$ cat config.mk
export PLATFORM = sky130hd
export DESIGN_NAME = mult_nibble_sequencer
export DESIGN_NICKNAME = d
export VERILOG_FILES = /design/src/rtl/mult_nibble_sequencer.sv
export SDC_FILE = /design/constraint.sdc
export NUM_CORES = 1
export LEC_CHECK = 0
export BUFFER_PORTS_ARGS = -buffer_cell sky130_fd_sc_hd__buf_2
export CORE_MARGIN = 8
export CORE_UTILIZATION = 58
export CTS_BUF_LIST = sky130_fd_sc_hd__clkbuf_8
export DETAILED_ROUTE_END_ITERATION = 12
export HOLD_SLACK_MARGIN = 0.15
export PLACE_DENSITY = 0.89
export REMOVE_ABC_BUFFERS = 1
export SETUP_SLACK_MARGIN = 0.05
export SLEW_MARGIN = 20
export SYNTH_ARGS = -nofsm -noshare
export SYNTH_HDL_FRONTEND = slang
export SYNTH_SLANG_ARGS = --single-unit
$ cat constraint.sdc
create_clock -name clk -period 5.85 [get_ports clk]
set_clock_uncertainty 0.2 [all_clocks]
set_input_delay 1.17 -clock clk [delete_from_list [all_inputs] [get_ports clk]]
set_output_delay 1.17 -clock clk [all_outputs]
set_load 0.01 [all_outputs]
$ cat src/rtl/mult_nibble_sequencer.sv
// Multi-cycle WIDTH x WIDTH unsigned multiplier built around one shared 4x4 array_multiplier.
// Optional build macro: MULT_ZERO_SKIP_EN (zero operand goes straight to DONE with product 0).

module array_multiplier (
  input  logic [3:0] a,
  input  logic [3:0] b,
  output logic [7:0] p
);
  logic [7:0] row [4];

  // One shifted copy of a per set bit of b, summed as in a classic array multiplier.
  generate
    for (genvar gi = 0; gi < 4; gi++) begin : g_row
      assign row[gi] = b[gi] ? ({4'b0000, a} << gi) : 8'd0;
    end
  endgenerate

  assign p = row[0] + row[1] + row[2] + row[3];
endmodule

module mult_nibble_sequencer #(
  parameter int NIB = 2
) (
  input  logic             clk,
  input  logic             rst,
  input  logic             in_valid,
  output logic             in_ready,
  input  logic [4*NIB-1:0] a,
  input  logic [4*NIB-1:0] b,
  output logic             out_valid,
  input  logic             out_ready,
  output logic [8*NIB-1:0] product,
  output logic             busy
);
  localparam int IDX_W = (NIB > 1) ? $clog2(NIB) : 1;
  localparam logic [IDX_W-1:0] LAST = IDX_W'(NIB - 1);

  typedef enum logic [1:0] {IDLE, CALC, DONE} state_t;

  state_t             state_reg;
  logic [4*NIB-1:0]   a_reg, b_reg;
  logic [8*NIB-1:0]   acc_reg, product_reg;
  logic [IDX_W-1:0]   i_reg, j_reg;
  logic               in_ready_reg, out_valid_reg, busy_reg;

  logic [3:0]         a_nib, b_nib;
  logic [7:0]         pp;
  logic [IDX_W:0]     sum_idx;
  logic [8*NIB-1:0]   pp_ext, acc_next;

  assign a_nib = a_reg[4*i_reg +: 4];
  assign b_nib = b_reg[4*j_reg +: 4];

  array_multiplier u_mult (
    .a (a_nib),
    .b (b_nib),
    .p (pp)
  );

  // Partial product of nibbles i and j carries weight 2^(4*(i+j)).
  assign sum_idx  = {1'b0, i_reg} + {1'b0, j_reg};
  assign pp_ext   = (8*NIB)'(pp);
  assign acc_next = acc_reg + (pp_ext << {sum_idx, 2'b00});

  always_ff @(posedge clk) begin
    if (rst) begin
      state_reg     <= IDLE;
      a_reg         <= '0;
      b_reg         <= '0;
      acc_reg       <= '0;
      product_reg   <= '0;
      i_reg         <= '0;
      j_reg         <= '0;
      in_ready_reg  <= 1'b1;
      out_valid_reg <= 1'b0;
      busy_reg      <= 1'b0;
    end else begin
      case (state_reg)
        IDLE: begin
          if (in_valid) begin
            a_reg        <= a;
            b_reg        <= b;
            acc_reg      <= '0;
            i_reg        <= '0;
            j_reg        <= '0;
            in_ready_reg <= 1'b0;
            busy_reg     <= 1'b1;
`ifdef MULT_ZERO_SKIP_EN
            if (a == '0 || b == '0) begin
              product_reg   <= '0;
              out_valid_reg <= 1'b1;
              state_reg     <= DONE;
            end else begin
              state_reg <= CALC;
            end
`else
            state_reg <= CALC;
`endif
          end
        end
        CALC: begin
          acc_reg <= acc_next;
          // i is the fast index; the pair (LAST, LAST) is the final accumulate.
          if (i_reg == LAST) begin
            i_reg <= '0;
            if (j_reg == LAST) begin
              product_reg   <= acc_next;
              out_valid_reg <= 1'b1;
              state_reg     <= DONE;
            end else begin
              j_reg <= j_reg + 1'b1;
            end
          end else begin
            i_reg <= i_reg + 1'b1;
          end
        end
        DONE: begin
          if (out_ready) begin
            out_valid_reg <= 1'b0;
            in_ready_reg  <= 1'b1;
            busy_reg      <= 1'b0;
            state_reg     <= IDLE;
          end
        end
        default: state_reg <= IDLE;
      endcase
    end
  end

  assign in_ready  = in_ready_reg;
  assign out_valid = out_valid_reg;
  assign product   = product_reg;
  assign busy      = busy_reg;
endmodule
==> metrics.log, run 1 <==
[metrics] run status: finished clean
[metrics] static leakage: ~0.0017 uW
[metrics] fraction of layout cells with a size suffix above 1: between 10% and 20%
[metrics] f_max: approximately 190 MHz
[metrics] unrepaired setup endpoints after global routing: no
[metrics] number of synthesized register bits: 55
[metrics] count of vias placed by the detailed router: around 3,000
[metrics] maximum number of pins on one net before global-route repair: between 50 and 60
[metrics] count of nets left with antenna violations after detail routing: 0
[metrics] count of distinct cell types in the synthesized netlist: 54
[metrics] total of endpoints with negative setup slack in the final report: 0
[metrics] number of iterations in the first detailed-routing pass: 6
[metrics] clock transition at the registers of the reported paths: ~0.10 ns
[metrics] core region area: roughly 0.0056 mm2
[metrics] slowest library cell on the worst path: sky130_fd_sc_hd__dfxtp_1
[metrics] CTS tree: built
[metrics] final critical-path share of the clock period: between 90 and 100%
[metrics] worst-margin pin slew: ~1.1 ns
[metrics] Avg Synthesized Cell Area: about 8 um2
[metrics] sum of overflow across all layers after global routing: 0
[metrics] cells after synthesis: roughly 420
[metrics] hold-fix buffers at CTS: 0
[metrics] crit path DAT: 5.31 ns
[metrics] smallest hold slack: between 0.2 and 0.3 ns
[metrics] top sig layer: met4
[metrics] cell class contributing the biggest share of worst-path delay: adder cells
[metrics] cell types with the largest area share after synthesis: sky130_fd_sc_hd__dfxtp_1 (33%), sky130_fd_sc_hd__ha_1 (9.7%), sky130_fd_sc_hd__nand2_1 (8.7%)
[metrics] worst-path fanout max: 9
[metrics] kind of end point of the critical path: flip-flop
[metrics] detailed placer's ending HPWL: approximately 5700 um
[metrics] maximum buffer depth of the clock tree: 2
[metrics] IO Count: 39
[metrics] Routed met3 length: about 440 um
[metrics] Die X-Extent: 92.2 um
[metrics] fin util: 66.1%
[metrics] setup repair bufs after CTS: 0
[metrics] met2 layer wire length in the routed design: approximately 3600 um
[metrics] Critical Setup Path Class: flip-flop to flip-flop
[metrics] Resized Gates After CTS: 0
[metrics] first-pass GRT wire length: between 10,000 and 15,000 um
[metrics] Antenna diodes: 0
[metrics] HP Class: flip-flop to flip-flop
[metrics] worst setup path startpoint: i_reg
[metrics] total power density per cell area: ~190 mW/mm2
[metrics] number of antenna violations at the first check in global routing: 0
[metrics] Die Footprint: 0.00850 mm2
[metrics] launch point of the worst reg-to-reg path: i_reg
[metrics] overall routed net length: 7680 um
[metrics] critical path cell sequence: mux2i_1, nor2_1, fa_1, fa_1, ha_1, fa_1, a21o_1, a21oi_1, xnor2_1, a22o_1, ha_1, a21o_1, a21o_1, o21ai_0, a31oi_1, or3_1, nand3_1, a21oi_1
[metrics] Final Instance Area: approximately 0.0037 mm2
[metrics] Clock Sinks: between 50 and 60
[metrics] effective utilization at floorplan: roughly three fifths
[metrics] via density per instance: approximately 5.8
[metrics] final worst path period need: ~5.3 ns
[metrics] Inserted Clock Buffers: 5
[metrics] area share of the leading cell type in the synthesized netlist: between 30% and 40%
[metrics] register-to-register path setup slack: between 0.5 and 0.6 ns
[metrics] count of yosys warnings during synthesis: 0
[metrics] insertion delay to the later sink of the worst-skew pair: about 0.31 ns
[metrics] number of fill cells in the layout: around 500
[metrics] GRT Resource Usage Total: around 18%
[metrics] WP buf/inv: 0
[metrics] wire length on met1: 3420 um
[metrics] proportion of synthesized chip area in sequential cells: about a third
[metrics] peak per-stage delay on the critical path: around 0.55 ns
[metrics] htree depth: 2
[metrics] final weighted congestion in routability-driven placement: 0.968
[metrics] Hold Fails Final Rpt: 0
[metrics] worst min-delay path startpoint: product[3]
[metrics] Post-Syn Area: between 0.003 and 0.004 mm2
[metrics] Setup TNS Final: 0 ns
[metrics] synthesis-to-finish area growth: 9.36%
[metrics] number of rows created at floorplan: 27
[metrics] count of nets after finishing: between 400 and 500
[metrics] DRC errors left: 0
[metrics] vias in the first global route: ~3,000
[metrics] Critical Path RT: between 5 and 6 ns
[metrics] DIE HEIGHT: between 90 and 100 um
[metrics] Slew headroom: roughly 30%
[metrics] wire length per cell after detailed routing: approximately 15 um
[metrics] max-slew violations: 0
[metrics] max-cap violations: 0
[metrics] Yosys top cell by area: sky130_fd_sc_hd__dfxtp_1
[metrics] element type at the critical path start: flip-flop
[metrics] 1st-iter DRT viols: ~200
[metrics] peak ir drop on the vdd network: 0.116 mV
[metrics] clock root cell: sky130_fd_sc_hd__clkbuf_8
[metrics] area post-placement: between 0.003 and 0.004 mm2
[metrics] number of buffers inserted by port buffering: 38
## stage by stage
step	total power, uW	cells	setup WS, ns
CTS	707	520	0.547
finish	704	520	0.530
floorplan	451	399	0.977
detailed placement	481	512	0.561
global placement	477	512	0.797
global route	735	520	0.259
## logic make-up after synthesis
family / share of synthesized area [%]
multiplexers: 3.60
flip-flops: 32.7
XOR/XNOR: 4.16
AO/OA/AOI/OAI: 20.5
AND/OR/NAND/NOR: 22.0
adder cells (fa/ha/maj): 13.2
buffers and inverters: 3.79
## worst paths after layout
check,endpoint,cells past startpoint
setup / recovery,product[14],18
hold reg to reg,product[3],2
hold / removal,product[3],2
setup reg to reg,product[14],18
## cells in the mapped netlist, drive strengths merged
cell      n
nand2    80
a21oi    55
dfxtp    55
nor2     47
ha       26
clkbuf   17
nand3    12
o21ai    12
mux2i    11
a21o      9
a22o      9
inv       9
xnor2     9
xor2      7
fa        6
buf       5
nor2b     5
a31oi     4
a211oi    3
and3      3
nand2b    3
nor3      3
or2       3
a221o     2
a22oi     2
and2      2
nand4     2
nor3b     2
o211ai    2
o21a      2
o21bai    2
or3       2
a31o      1
and4      1
mux2      1
nand3b    1
nor4      1
nor4b     1
o2111ai   1
o221a     1
o31a      1
o31ai     1
## cell type report
type | instances | area, um2 | share of cell area [%]
Clock buffer | 7 | 96.3 | 2.62
Clock inverter | 1 | 7.51 | 0.204
Inverter | 9 | 33.8 | 0.917
Multi-Input combinational cell | 335 | 2140 | 58.1
Sequential cell | 55 | 1100 | 29.9
Tap cell | 72 | 90.1 | 2.45
Timing Repair Buffer | 41 | 213 | 5.78
## layer usage
metal | up-vias | global-route usage (%)
li1 | 1509 | -
met1 | 1399 | 22.6
met2 | 91 | 30.4
met3 | 21 | 3.50
met4 | 0 | 8.05
met5 | - | 0
## worst register-to-register path, cell delays in order, from the launching register on
cell and delay (ns):
sky130_fd_sc_hd__dfxtp_1 0.55, sky130_fd_sc_hd__mux2i_1 0.42, sky130_fd_sc_hd__nor2_1 0.13, sky130_fd_sc_hd__fa_1 0.53
sky130_fd_sc_hd__fa_1 0.49, sky130_fd_sc_hd__ha_1 0.24, sky130_fd_sc_hd__fa_1 0.40, sky130_fd_sc_hd__a21o_1 0.22
sky130_fd_sc_hd__a21oi_1 0.23, sky130_fd_sc_hd__xnor2_1 0.10, sky130_fd_sc_hd__a22o_1 0.20, sky130_fd_sc_hd__ha_1 0.38
sky130_fd_sc_hd__a21o_1 0.22, sky130_fd_sc_hd__a21o_1 0.18, sky130_fd_sc_hd__o21ai_0 0.17, sky130_fd_sc_hd__a31oi_1 0.08
sky130_fd_sc_hd__or3_1 0.34, sky130_fd_sc_hd__nand3_1 0.09, sky130_fd_sc_hd__a21oi_1 0.06
## placed cells by master, fill, tap and decap left out, types with 3 or more instances in the layout
master / n
sky130_fd_sc_hd__nand3_1: 12
sky130_fd_sc_hd__mux2i_1: 11
sky130_fd_sc_hd__fa_1: 6
sky130_fd_sc_hd__nand2_1: 78
sky130_fd_sc_hd__a31oi_1: 4
sky130_fd_sc_hd__ha_1: 26
sky130_fd_sc_hd__o21ai_0: 7
sky130_fd_sc_hd__o21ai_1: 3
sky130_fd_sc_hd__nor2b_1: 5
sky130_fd_sc_hd__a21oi_1: 53
sky130_fd_sc_hd__a21o_1: 9
sky130_fd_sc_hd__xnor2_1: 9
sky130_fd_sc_hd__buf_4: 3
sky130_fd_sc_hd__inv_1: 8
sky130_fd_sc_hd__or2_2: 3
sky130_fd_sc_hd__buf_2: 38
sky130_fd_sc_hd__clkbuf_8: 7
sky130_fd_sc_hd__a22o_1: 9
sky130_fd_sc_hd__nor2_1: 46
sky130_fd_sc_hd__nand2b_1: 3
sky130_fd_sc_hd__xor2_1: 7
sky130_fd_sc_hd__dfxtp_1: 55
## power by group
group	leakage (uW)	switching (uW)	internal (uW)
Clock	0.0000505	122	108
Combinational	0.00118	53.0	28.4
Sequential	0.000447	8.50	384
Note: power is estimated with default switching activity, not from simulation.
==> inputs of run 2 (changes only) <==
--- a/config.mk
+++ b/config.mk
@@ -6,12 +6,14 @@
 export NUM_CORES = 1
 export LEC_CHECK = 0
 export BUFFER_PORTS_ARGS = -buffer_cell sky130_fd_sc_hd__buf_2
+export CELL_PAD_IN_SITES_DETAIL_PLACEMENT = 0
+export CELL_PAD_IN_SITES_GLOBAL_PLACEMENT = 1
 export CORE_MARGIN = 8
-export CORE_UTILIZATION = 58
+export CORE_UTILIZATION = 45
 export CTS_BUF_LIST = sky130_fd_sc_hd__clkbuf_8
 export DETAILED_ROUTE_END_ITERATION = 12
 export HOLD_SLACK_MARGIN = 0.15
-export PLACE_DENSITY = 0.89
+export PLACE_DENSITY = 0.92
 export REMOVE_ABC_BUFFERS = 1
 export SETUP_SLACK_MARGIN = 0.05
 export SLEW_MARGIN = 20
==> constraint.sdc (replaced) <==
create_clock -name clk -period 5.5 [get_ports clk]
set_clock_uncertainty 0.2 [all_clocks]
set_input_delay 1.1 -clock clk [delete_from_list [all_inputs] [get_ports clk]]
set_output_delay 1.1 -clock clk [all_outputs]
set_load 0.01 [all_outputs]
==> metrics.log, run 2 (synthesis results as in run 1) <==
[metrics] total of endpoints with negative setup slack in the final report: 0
[metrics] count of vias placed by the detailed router: approximately 3,000
[metrics] Critical Path RT: between 5 and 6 ns
[metrics] final weighted congestion in routability-driven placement: about 0.94
[metrics] Die X-Extent: between 100 and 150 um
[metrics] final critical-path share of the clock period: between 90% and 100%
[metrics] max-cap violations: 0
[metrics] FF/Latch Area: 0.00110 mm2
[metrics] maximum number of pins on one net before global-route repair: 34
[metrics] final worst path period need: a little over 5 ns
[metrics] effective utilization at floorplan: 46.4%
[metrics] cell class contributing the biggest share of worst-path delay: adder cells
[metrics] smallest hold slack: between 0.2 and 0.3 ns
[metrics] DIE HEIGHT: roughly 100 um
[metrics] vias in the first global route: about 3,000
[metrics] Setup TNS Final: 0 ns
[metrics] global route hottest layer: met2
[metrics] kind of end point of the critical path: flip-flop
[metrics] met2 global-route usage: 26.9%
[metrics] global routing usage on met3: under 10%
[metrics] via density per instance: 5.42
[metrics] max-slew violations: 0
[metrics] run status: finished clean
[metrics] synthesis-to-finish area growth: 11.7%
[metrics] detailed placer's ending HPWL: about 5800 um
[metrics] clock transition at the registers of the reported paths: ~0.10 ns
[metrics] combined area of the multi-input logic cells: 0.00216 mm2
[metrics] number of iterations in the first detailed-routing pass: 4
[metrics] overall routed net length: roughly 7700 um
[metrics] count of nets left with antenna violations after detail routing: 0
[metrics] Hold Fails Final Rpt: 0
[metrics] first-pass GRT wire length: ~13,000 um
[metrics] Inserted Clock Buffers: 5
[metrics] CTS tree: built
[metrics] peak ir drop on the vdd network: between 0.1 and 0.15 mV
[metrics] unrepaired setup endpoints after global routing: no
[metrics] HP Class: flip-flop to flip-flop
[metrics] commonest cells after routing, fill and taps aside: sky130_fd_sc_hd__nand2_1 (78), sky130_fd_sc_hd__a21oi_1 (53), sky130_fd_sc_hd__dfxtp_1 (53)
[metrics] critical path cell sequence: mux2i_2, nor2_1, fa_1, fa_1, ha_1, fa_1, a21o_1, a21oi_1, xnor2_1, a22o_1, ha_1, a21o_1, a21o_1, o21ai_0, a31oi_1, or3_1, nand3_1, a21oi_1
[metrics] IO Count: 39
[metrics] most common cell after layout, fill and taps aside: sky130_fd_sc_hd__nand2_1
[metrics] number of rows created at floorplan: 31
[metrics] static leakage: 0.00169 uW
[metrics] Antenna diodes: 0
[metrics] core region area: roughly 0.0073 mm2
[metrics] total power density per cell area: 209 mW/mm2
[metrics] worst-margin pin slew: approximately 0.71 ns
[metrics] GRT Resource Usage Total: 15.8%
[metrics] f_max: slightly below 200 MHz
[metrics] Clock Sinks: 55
[metrics] WP buf/inv: 0
[metrics] 1st-iter DRT viols: 120
[metrics] insertion delay to the later sink of the worst-skew pair: a little over 0.3 ns
[metrics] slowest library cell on the worst path: sky130_fd_sc_hd__fa_1
[metrics] clock root cell: sky130_fd_sc_hd__clkbuf_8
[metrics] Critical Setup Path Class: flip-flop to flip-flop
[metrics] global-route met1 utilization: around a fifth
[metrics] htree depth: 2
[metrics] Die Footprint: 0.0105 mm2
[metrics] number of fill cells in the layout: 704
[metrics] number of antenna violations at the first check in global routing: 0
[metrics] maximum buffer depth of the clock tree: 2
[metrics] worst-path fanout max: 9
[metrics] element type at the critical path start: flip-flop
[metrics] crit path DAT: between 5 and 6 ns
[metrics] peak per-stage delay on the critical path: roughly 0.52 ns
[metrics] wire length per cell after detailed routing: 14.0 um
[metrics] number of buffers inserted by port buffering: 38
[metrics] count of nets after finishing: 500
[metrics] fraction of layout cells with a size suffix above 1: between 15 and 20%
[metrics] Slew headroom: 52.5%
[metrics] DRC errors left: 0
[metrics] sum of overflow across all layers after global routing: 0
[run 2: final timing paths]
kind	from	end	slack, ns	cells past startpoint
hold / removal	product[6]	product[6]	0.26	2
hold reg to reg	product[6]	product[6]	0.26	2
setup / recovery	i_reg	product[14]	0.39	18
setup reg to reg	i_reg	product[14]	0.39	18
[run 2: where the power goes]
part           internal (uW)  leakage, uW  switching (uW)
Combinational           32.6      0.00119            55.6
Clock                    148    0.0000612             133
Sequential               409     0.000447            9.76
Total                    589      0.00169             198
[run 2: what timing repair did]
item	in CTS	in global routing
hold buffers	0	0
endpoints found under the hold margin	0	0
gates resized for setup	0	7
endpoints found under the setup margin	0	8
setup buffers	0	0
[run 2: stage by stage]
step	util, %	power (uW)	instances	worst slack [ns]	area (um2)
after global placement	49.8	511	539	0.429	3610
final	51.9	788	548	0.391	3760
after global routing	51.9	829	548	0.0597	3760
after floorplan	-	479	399	0.627	3270
after detailed placement	49.8	513	539	0.271	3610
after CTS	51.4	795	547	0.214	3730
[run 2: area by class of cell]
| cell class | count | share of cell area, % |
|---|---|---|
| multi-input cells | 335 | 57.4 |
| flip-flops and latches | 55 | 29.3 |
| repair buffers | 42 | 5.95 |
| well taps | 99 | 3.29 |
| clock buffers | 6 | 2.19 |
| clock inverters | 2 | 0.931 |
| inverters | 9 | 0.898 |
[run 2: routing by layer]
metal | wire, um | vias up | part of all wire, %
met1 | 3610 | 1398 | 47
li1 | - | 1509 | -
met3 | 252 | 10 | 3.3
met2 | 3700 | 51 | 48
met5 | 0 | - | 0
met4 | 107 | 0 | 1.4
[run 2: worst reg2reg max path: stages (launching register included)]
cell and delay [ns]:
sky130_fd_sc_hd__dfxtp_2 0.48, sky130_fd_sc_hd__mux2i_2 0.35, sky130_fd_sc_hd__nor2_1 0.12, sky130_fd_sc_hd__fa_1 0.52
sky130_fd_sc_hd__fa_1 0.49, sky130_fd_sc_hd__ha_1 0.23, sky130_fd_sc_hd__fa_1 0.41, sky130_fd_sc_hd__a21o_1 0.22
sky130_fd_sc_hd__a21oi_1 0.17, sky130_fd_sc_hd__xnor2_1 0.08, sky130_fd_sc_hd__a22o_1 0.21, sky130_fd_sc_hd__ha_1 0.39
sky130_fd_sc_hd__a21o_1 0.22, sky130_fd_sc_hd__a21o_1 0.18, sky130_fd_sc_hd__o21ai_0 0.16, sky130_fd_sc_hd__a31oi_1 0.07
sky130_fd_sc_hd__or3_1 0.34, sky130_fd_sc_hd__nand3_1 0.10, sky130_fd_sc_hd__a21oi_1 0.06
